`config.mk`:
```
export PLATFORM = sky130hd
export DESIGN_NAME = fetch_seq
export DESIGN_NICKNAME = d
export VERILOG_FILES = /design/src/rtl/fetch_seq_pkg.sv /design/src/rtl/fetch_seq_wordmux.sv /design/src/rtl/fetch_seq.sv
export SDC_FILE = /design/constraint.sdc
export NUM_CORES = 1
export LEC_CHECK = 0
export ABC_AREA = 0
export BUFFER_PORTS_ARGS = -buffer_cell sky130_fd_sc_hd__buf_2
export CAP_MARGIN = 5
export CORE_MARGIN = 2
export CORE_UTILIZATION = 45
export DETAILED_ROUTE_END_ITERATION = 12
export PLACE_DENSITY = 0.69
export SYNTH_ARGS = -nofsm -noshare
export SYNTH_HDL_FRONTEND = slang
export SYNTH_SLANG_ARGS = --single-unit
```
`constraint.sdc`:
```
create_clock -name i_clk -period 3 [get_ports i_clk]
set_input_delay 0.3 -clock i_clk [delete_from_list [all_inputs] [get_ports i_clk]]
set_output_delay 0.3 -clock i_clk [all_outputs]
set_load 0.05 [all_outputs]
```
`src/rtl/fetch_seq_pkg.sv`:
```
// Shared definitions for the instruction fetch sequencer.
//   WIDTH_DEF    : default data/address width
//   RESET_PC_DEF : default PC loaded on reset
//   INC_DEF      : default sequential PC increment
//   state_t      : fetch FSM state encoding (S_IDLE / S_REQ / S_HOLD)
package fetch_seq_pkg;

    localparam int          WIDTH_DEF    = 16;
    localparam logic [15:0] RESET_PC_DEF = 16'h0000;
    localparam int          INC_DEF      = 1;

    typedef enum logic [1:0] {
        S_IDLE = 2'd0,
        S_REQ  = 2'd1,
        S_HOLD = 2'd2
    } state_t;

endpackage

```
`src/rtl/fetch_seq_wordmux.sv`:
```
// Two-way word multiplexer used to choose the next PC.
//   i_sel  : 0 selects i_val0, 1 selects i_val1
//   i_val0 : first candidate word
//   i_val1 : second candidate word
//   o_val  : selected word
module wordmux
    import fetch_seq_pkg::*;
#(
    parameter int WIDTH = WIDTH_DEF
) (
    input  logic             i_sel,
    input  logic [WIDTH-1:0] i_val0,
    input  logic [WIDTH-1:0] i_val1,
    output logic [WIDTH-1:0] o_val
);

    assign o_val = i_sel ? i_val1 : i_val0;

endmodule

```
`src/rtl/fetch_seq.sv`:
```
// Instruction fetch sequencer for the 16-bit CPU.
// Holds the PC, requests instruction words from memory over a req/ack
// handshake and hands each fetched word to the decoder over valid/ready.
// Ports:
//   i_clk, i_rst          : clock, asynchronous active-high reset
//   i_branch              : one-cycle redirect request
//   i_branch_target       : redirect address, sampled with i_branch
//   o_mem_req, o_mem_addr : memory read request and address
//   i_mem_ack, i_mem_data : memory read completion and data
//   o_instr, o_instr_pc   : fetched word and the address it came from
//   o_instr_valid         : o_instr valid toward the decoder
//   i_instr_ready         : decoder accepts o_instr
//   o_pc                  : current fetch PC (same as o_mem_addr)
//
// Handshakes: a memory read is complete in the cycle where o_mem_req and
// i_mem_ack are both high; o_mem_addr never changes while o_mem_req is high
// before that cycle. A word is transferred to the decoder in the cycle where
// o_instr_valid and i_instr_ready are both high; o_instr/o_instr_pc stay
// constant while o_instr_valid is high and i_instr_ready is low.
module fetch_seq
    import fetch_seq_pkg::*;
#(
    parameter int               WIDTH    = WIDTH_DEF,
    parameter logic [WIDTH-1:0] RESET_PC = WIDTH'(RESET_PC_DEF),
    parameter int               INC      = INC_DEF
) (
    input  logic             i_clk,
    input  logic             i_rst,
    input  logic             i_branch,
    input  logic [WIDTH-1:0] i_branch_target,
    output logic             o_mem_req,
    output logic [WIDTH-1:0] o_mem_addr,
    input  logic             i_mem_ack,
    input  logic [WIDTH-1:0] i_mem_data,
    output logic [WIDTH-1:0] o_instr,
    output logic [WIDTH-1:0] o_instr_pc,
    output logic             o_instr_valid,
    input  logic             i_instr_ready,
    output logic [WIDTH-1:0] o_pc
);

    state_t           state;
    state_t           state_next;
    logic             idle_seen;
    logic [WIDTH-1:0] pc;
    logic [WIDTH-1:0] pending_target;
    logic             redirect_pend;
    logic [WIDTH-1:0] instr_q;
    logic [WIDTH-1:0] instr_pc_q;

    logic [WIDTH-1:0] seq_pc;
    logic [WIDTH-1:0] eff_target;
    logic             redirect;
    logic [WIDTH-1:0] pc_next;
    logic             pc_load;
    logic             capture;

    // Sequential PC wraps modulo 2^WIDTH through plain truncation.
    assign seq_pc = pc + WIDTH'(INC);

    // A branch arriving this cycle overrides any target latched earlier.
    assign eff_target = i_branch ? i_branch_target : pending_target;

    // redirect_pend can only be set while in S_REQ, so outside S_REQ this
    // reduces to i_branch.
    assign redirect = i_branch | redirect_pend;

    wordmux #(
        .WIDTH (WIDTH)
    ) u_next_pc (
        .i_sel  (redirect),
        .i_val0 (seq_pc),
        .i_val1 (eff_target),
        .o_val  (pc_next)
    );

    // S_REQ with ack either advances sequentially or redirects; the other
    // states only move the PC on a branch.
    assign pc_load = ((state == S_REQ) && i_mem_ack) ||
                     ((state != S_REQ) && i_branch);

    // Data returned for an address that has since been redirected is dropped.
    assign capture = (state == S_REQ) && i_mem_ack && !redirect;

    // State register
    always_ff @(posedge i_clk or posedge i_rst) begin
        if (i_rst) begin
            state <= S_IDLE;
        end else begin
            state <= state_next;
        end
    end

    // Next-state logic
    always_comb begin
        state_next = state;
        unique case (state)
            // idle_seen delays the first request by one full cycle after
            // reset release.
            S_IDLE:  if (idle_seen) state_next = S_REQ;
            S_REQ:   if (i_mem_ack && !redirect) state_next = S_HOLD;
            S_HOLD:  if (i_branch || i_instr_ready) state_next = S_REQ;
            default: state_next = S_IDLE;
        endcase
    end

    // Output logic
    always_comb begin
        o_mem_req     = 1'b0;
        o_instr_valid = 1'b0;
        unique case (state)
            S_REQ:   o_mem_req     = 1'b1;
            S_HOLD:  o_instr_valid = 1'b1;
            default: ;
        endcase
    end

    // PC, pending redirect and fetched-word registers
    always_ff @(posedge i_clk or posedge i_rst) begin
        if (i_rst) begin
            idle_seen      <= 1'b0;
            pc             <= RESET_PC;
            pending_target <= '0;
            redirect_pend  <= 1'b0;
            instr_q        <= '0;
            instr_pc_q     <= '0;
        end else begin
            idle_seen <= 1'b1;

            if (pc_load) begin
                pc <= pc_next;
            end

            // A branch during an outstanding read cannot move the address,
            // so it is remembered until the read completes.
            if (state == S_REQ) begin
                if (i_mem_ack) begin
                    redirect_pend <= 1'b0;
                end else if (i_branch) begin
                    redirect_pend  <= 1'b1;
                    pending_target <= i_branch_target;
                end
            end

            if (capture) begin
                instr_q    <= i_mem_data;
                instr_pc_q <= pc;
            end
        end
    end

    assign o_mem_addr = pc;
    assign o_pc       = pc;
    assign o_instr    = instr_q;
    assign o_instr_pc = instr_pc_q;

endmodule

```
# == After elaboration in Yosys (flattened, before gate mapping) ==
# Cells that the tools add are included.
# word_totals
reg_bits,68
input_bits,37
elab_cells,38
# op_classes
add_sub_neg,1
n_eq_ne,6
mux,10
n_bitwise,2
reduce_logical,12
# ops
cell,n
2-to-1 mux 16 bit,2
adder 16 x 1 -> 16 bit (second input constant),1
2-to-1 mux 2 bit,3
!= test 2 bit (second input constant),3
one-hot mux 2 bit (3 select lines),1
logical AND 1 bit,4
2-to-1 mux 1 bit,4
AND reduction 2 bit,2
AND reduction 3 bit,1
equality test 2 x 1 -> 1 bit (second input constant),1
equality test 2 bit (second input constant),1
logical NOT 2 bit,1
logical OR 1 bit,2
!= test 2 x 1 -> 1 bit (second input constant),1
nonzero test 2 bit,1
logical NOT 1 bit,1
NOT 1 bit,1
bitwise OR 1 bit,1

# == Logic depth before layout (Yosys ltp) ==
# Gate-level depths: netlist (run 1).
# depth
depth_word,5
ltp_mapped,7

# == Modules after synthesis ==
# A second synthesis (run 1) with hierarchy kept.
# unflattened
cells_unflattened,249
area_unflattened_um2,3512.1
# by_module_without_submodules
mod,instances,cells_each,area_per_inst_um2
fetch_seq,1,231,3263.1
wordmux,1,18,249.0

# == Least setup slack after synthesis (run 1) ==
# Ideal clock, no wire load.
# synth_path
kind,register -> register
start,"reg pc[0], in the netlist o_mem_addr[0]"
end,"reg pc[8], in the netlist o_mem_addr[8]"
arrival_ns,1.770
required_ns,2.879
path_slack_ns,1.109
path_stages_with_launch,6
path_cell_list,dfrtp_1 ha_1 nand3_1 nor3_1 a32oi_1 o22a_1
# synth_via
elab_chain_len,2
# synth_lines
item,line_no,source
start: declaration,fetch_seq.sv:45,logic [WIDTH-1:0] pc;
start signal: assignment,fetch_seq.sv:131,pc <= pc_next;
adder 16 x 1 -> 16 bit,fetch_seq.sv:59,assign seq_pc = pc + WIDTH'(INC);
2-to-1 mux 16 bit,fetch_seq_wordmux.sv:17,assign o_val = i_sel ? i_val1 : i_val0;
# No other way between the ends.
# A chain may end at the register's enable or synchronous reset.

# == Worst setup path after layout (run 1) ==
# layout_path
start,reg state[1]
end,reg pending_target[15]
# layout_via
elab_chain_len,2
# layout_lines
item,line_no,source
start: declaration,fetch_seq.sv:42,state_t state;
start signal: assignment,fetch_seq.sv:90,state <= state_next;
equality test 2 x 1 -> 1 bit,fetch_seq.sv:136,if (state == S_REQ) begin
AND reduction 2 bit (no source line),-,
end signal: assignment,fetch_seq.sv:141,pending_target <= i_branch_target;
end: declaration,fetch_seq.sv:46,logic [WIDTH-1:0] pending_target;
# No other way between the ends.

==> impl_metrics.yaml, run 1 <==
critical_path:
  cp_top_family: "simple AND/OR/NAND/NOR gates"
  cp-startpoint: "state[1]$_DFFE_PP0P_"
  startpoint_type: "register"
  reg2reg_depth: 4
  cp-end-kind: "register"
  worstPathArrival_ns: 2.35
  crit_end: "pending_target[15]$_DFFE_PP0P_"
  regToRegSetupSlack_ns: 0.87
  cp_max_fo: 15
  crit_buf_inv: 0
  rr_startpoint: "state[1]$_DFFE_PP0P_"
  worstSetupPathDepth: 4
  criticalPathCategory: "register to register"
  crit_chain: "nor2b_1 -> and2b_4 -> and2_1 -> mux2_2"
  r2r-end: "pending_target[15]$_DFFE_PP0P_"
  cpPeakStageDelay_ns: 0.46
  required_ns: 3.22
  slowest_stage: "nor2b_1"
synth:
  syn_area_sq_mm: 0.00327
  ys_top_cells_by_area: "dfrtp_1 (52%), nand2_1 (11%), mux2i_1 (4.0%)"
  synth_most_common_cell: "nand2_1"
  synth_area_per_cell_sq_um: 9.36
  yosys_register_bits: 68
  ys_types: 47
  synth_edf_count: 0
  ys_seq_area_frac: 0.521
  synth_top_area_frac: 0.521
  yosys_warnings: 0
  synth_common_cells: "nand2_1 (98), dfrtp_1 (68), a21oi_1 (24)"
  syn-instance-count: 349
  async_flop_share: 1.00
  yosysTopAreaCell: "dfrtp_1"
  synth_nets: 387
  ys.flop_type: "dfrtp_1"
global_routing:
  grt_pass1_wl_microns: 11700
  grt_usage: 0.193
  grt_max_degree: 36
  grt_pass1_vias: 2414
  grt-ovfl-total: 0
  antenna_found_initial: 0
cts:
  clock_sinks: 68
  cts.reportedPaths.clkPinSlew_ns: 0.08
  post_cts_buffers: 0
  cts_resized: 0
  hold_buffers: 0
  htree_levels: 3
  clock_latency_ns: 0.35
  cts-root-buf: "clkbuf_8"
  cts_buffers: 9
  cts_tree: "done"
  cts_buffer_depth: 2
timing:
  finalCritPeriodShare: 0.709
  setup_tns_ns: 0
  rsz0062_at_grt: "no"
  finalHoldViolCount: 0
  timing.fmax_ghz: 0.470
  finalClockSkew_ns: 0.0107
  finalCriticalPeriod_ns: 2.13
  setup_viol: 0
  worst_slack_ns: 0.874
  drv_slew: 0
  max_slew_margin: 0.529
  worst_pin_slew_ns: 0.705
routing:
  drt-total-wl_microns: 7410
  post_drt_wl_per_cell_microns: 13.8
  route.detailed.drc: 0
  vias: 2757
  vias_per_cell: 5.14
  drt_iter0_drc: 214
  final_antenna_net_count: 0
  first_pass_iters: 4
die:
  core_area_sq_mm: 0.00714
  rows: 31
  die_area_sq_mm: 0.00796
  ios: 103
  initial_core_util: 0.458
  die_y_microns: 89.2
  dieWidth_microns: 89.2
cells_and_area:
  fill_cells: 706
  syn_to_final_growth_pct: 21.1
  nets: 470
  drive_gt1_frac: 0.320
  num_antenna_cells: 0
placed_design:
  io_buffers: 102
  place_ws_ns: 0.871
  dp_hpwl_microns: 5270
  place_congestion: 0.792
run:
  max-cap-violations: 0
min_path:
  holdCritPathClass: "primary input to asynchronous set/reset pin"
outcome:
  status: "completed"
registers in the layout (all words and copies together), names as in the netlist:
signal	count
o_instr	16
o_instr_pc	16
o_mem_addr	16
pending_target	16
state	2
idle_seen	1
redirect_pend	1
cell usage in the layout (no fill, tap or decap), types with 5 or more instances in the layout:
| cell type | count |
|---|---|
| buf_2 | 102 |
| nand2_1 | 98 |
| dfrtp_1 | 68 |
| a21oi_1 | 24 |
| nor2_1 | 17 |
| o21ai_0 | 15 |
| mux2i_1 | 13 |
| clkbuf_8 | 12 |
| nand3_1 | 9 |
| mux2_2 | 9 |
| buf_4 | 6 |
| o22ai_1 | 5 |
per-stage QoR:
stage,area (sq um),std cells,utilization,hold slack [ns]
2_1_floorplan,3270,349,-,0.386
3_3_place_gp,3720,520,0.521,0.454
3_5_place_dp,3720,520,0.521,0.457
4_1_cts,3960,536,0.554,0.0843
5_1_grt,3960,536,0.554,0.125
6_report,3960,536,0.554,0.0551
cell type report:
cell class / instances / area (sq um) / share of cell area
clock buffer: 12 / 165 / 0.0418
inverter: 5 / 18.8 / 0.00475
sequential: 68 / 1700 / 0.430
timing repair buffer: 108 / 556 / 0.140
clock inverter: 4 / 70.1 / 0.0177
tap: 99 / 124 / 0.0313
multi-input combinational: 240 / 1320 / 0.334
metal layers:
metal	vias up	track usage	wire, microns
li1	1336	-	-
met1	1321	0.280	3380
met2	89	0.285	3460
met3	11	0.0443	453
met4	0	0.0692	117
met5	-	0	0
worst register-to-register path: cells and delay by family (launching register included):
family	cells	cell delay, ns
DFF	1	0.41
and+or+nand+nor	3	1.22
muxes	1	0.39
worst min-delay path by stage:
stage / endpoint / slack [ns] / cells past startpoint
2_1_floorplan: redirect_pend$_DFFE_PP0P_ / 0.39 / 1
3_3_place_gp: o_instr[2]$_DFFE_PP0P_ / 0.45 / 2
3_5_place_dp: o_instr[15]$_DFFE_PP0P_ / 0.46 / 2
4_1_cts: o_instr_pc[15]$_DFFE_PP0P_ / 0.08 / 2
5_1_grt: o_instr_pc[15]$_DFFE_PP0P_ / 0.13 / 2
6_report: o_instr_pc[15]$_DFFE_PP0P_ / 0.06 / 2
kinds of logic (layout without fill, tap and decap cells):
group	Yosys count	after routing	synth area share
flip-flops	68	68	0.521
buffers and inverters	41	129	0.0751
multiplexers	23	23	0.0754
adder cells (fa/ha/maj)	1	1	0.00383
AND/OR/NAND/NOR	150	150	0.201
AO/OA/AOI/OAI	65	65	0.123
other	1	1	0.00115
Power of run 1 is left out: the tool's default activity adds up to more than one toggle a clock period on the data nets, which glitch-free logic cannot reach.
==> run 2, diff against run 1 <==
==> constraint.sdc (replaced) <==
create_clock -name i_clk -period 2.01 [get_ports i_clk]
set_input_delay 0.201 -clock i_clk [delete_from_list [all_inputs] [get_ports i_clk]]
set_output_delay 0.201 -clock i_clk [all_outputs]
set_load 0.05 [all_outputs]
==> impl_metrics.yaml, run 2 (synthesized netlist as in run 1, its figures left out) <==
global_routing:
  grt_max_degree: 36
  grt-ovfl-total: 0
  grtUsageMet1: 0.290
  antenna_found_initial: 0
  met2_usage: 0.291
  met3_usage: 0.0397
  busiest_layer: "met2"
  grt_pass1_vias: 2504
  grt_pass1_wl_microns: 12000
  grt_usage: 0.200
timing:
  drv_slew: 0
  worst_pin_slew_ns: 0.570
  finalHoldViolCount: 0
  hold_slack_ns: 0.0496
  worst_slack_ns: 0.227
  setup_viol: 0
  rsz0062_at_grt: "no"
  finalCritPeriodShare: 0.887
  timing.fmax_ghz: 0.561
  max_slew_margin: 0.620
  finalClockSkew_ns: 0.00909
  setup_tns_ns: 0
  finalCriticalPeriod_ns: 1.78
placed_design:
  place_congestion: 0.866
  place_ws_ns: 0.265
  io_buffers: 102
  dp_hpwl_microns: 5530
critical_path:
  worstPathArrival_ns: 2.01
  regToRegSetupSlack_ns: 0.23
  cp-end-kind: "register"
  rr_startpoint: "o_mem_addr[0]$_DFFE_PP0P_"
  crit_chain: "ha_1 -> nand3_1 -> nor4_1 -> and4_1 -> nor3_1"
  criticalPathCategory: "register to register"
  slowest_stage: "dfrtp_1"
  crit_buf_inv: 0
  required_ns: 2.24
  cp_top_family: "simple AND/OR/NAND/NOR gates"
  startpoint_type: "register"
  cpPeakStageDelay_ns: 0.50
  cp_max_fo: 9
  r2r-end: "o_mem_addr[14]$_DFFE_PP0P_"
  reg2reg_depth: 5
die:
  dieWidth_microns: 89.2
  ios: 103
  initial_core_util: 0.458
  die_area_sq_mm: 0.00796
  rows: 31
  core_area_sq_mm: 0.00714
  die_y_microns: 89.2
cts:
  clock_latency_ns: 0.34
  clock_sinks: 68
  cts_resized: 0
  cts-root-buf: "clkbuf_8"
  hold_buffers: 1
  cts_buffer_depth: 2
  htree_levels: 3
  cts_tree: "done"
  cts.reportedPaths.clkPinSlew_ns: 0.07
  post_cts_buffers: 0
  cts_buffers: 9
cells_and_area:
  drive_gt1_frac: 0.322
  multi_input_area_sq_mm: 0.00132
  syn_to_final_growth_pct: 21.8
  layout_common_cells: "buf_2 (102), nand2_1 (98), dfrtp_1 (68)"
  nets: 478
  finalCoreUtilization: 0.558
  fill_cells: 704
  num_antenna_cells: 0
  layout_commonest_cell: "buf_2"
  final-seq-area_sq_mm: 0.00170
run:
  max-cap-violations: 0
routing:
  post_drt_wl_per_cell_microns: 14.1
  drt-total-wl_microns: 7640
  final_antenna_net_count: 0
  vias_per_cell: 5.05
  first_pass_iters: 4
  drt_iter0_drc: 262
  route.detailed.drc: 0
  vias: 2742
outcome:
  status: "completed"
min_path:
  min_from: "i_mem_data[6]"
  holdPathStages: 3
  hold_end: "o_instr[6]$_DFFE_PP0P_"
  holdCritPathClass: "primary input to register"
-- run 2: cell count changes in the layout (fill, tap and decap cells not counted) --
| cell | previous run | this run |
|---|---|---|
| dlygate4sd3_1 | 0 | 1 |
| clkinv_2 | 2 | 1 |
| bufinv_16 | 2 | 1 |
| buf_12 | 0 | 1 |
| clkbuf_1 | 0 | 3 |
| clkbuf_8 | 12 | 10 |
| buf_4 | 6 | 12 |
-- run 2: area by class of cell --
type	instances	share of cell area
clock buffers	13	0.0374
clock inverters	2	0.00881
inverters	5	0.00472
multi-input cells	240	0.332
flip-flops and latches	68	0.428
well taps	99	0.0311
repair buffers	116	0.158
-- run 2: worst min-delay path: stages --
cell,delay [ns]
buf_2,0.07
nand2_1,0.04
nand2_1,0.04
-- run 2: worst max path at each step --
stage	startpoint	end	slack, ns	cells after the start
3_5_place_dp	state[1]$_DFFE_PP0P_	pending_target[10]$_DFFE_PP0P_	0.26	4
5_1_grt	o_mem_addr[0]$_DFFE_PP0P_	o_mem_addr[8]$_DFFE_PP0P_	0.1	5
3_3_place_gp	state[1]$_DFFE_PP0P_	pending_target[13]$_DFFE_PP0P_	0.33	4
4_1_cts	state[1]$_DFFE_PP0P_	pending_target[1]$_DFFE_PP0P_	0.25	4
6_report	o_mem_addr[0]$_DFFE_PP0P_	o_mem_addr[14]$_DFFE_PP0P_	0.23	5
2_1_floorplan	i_rst	idle_seen$_DFF_PP0_	0.1	1
-- run 2: metrics by stage --
stage | instances | area (sq um)
after detailed placement | 527 | 3780
after floorplan | 349 | 3270
after global placement | 527 | 3780
final | 543 | 3980
after global routing | 543 | 3980
after CTS | 543 | 3980
-- run 2: layer usage --
metal  vias up  routed length (microns)
li1       1358                        -
met1      1291                     3450
met2        82                     3600
met3        11                      453
met4         0                      129
met5         -                        0
Power of run 2 is left out for the same reason.
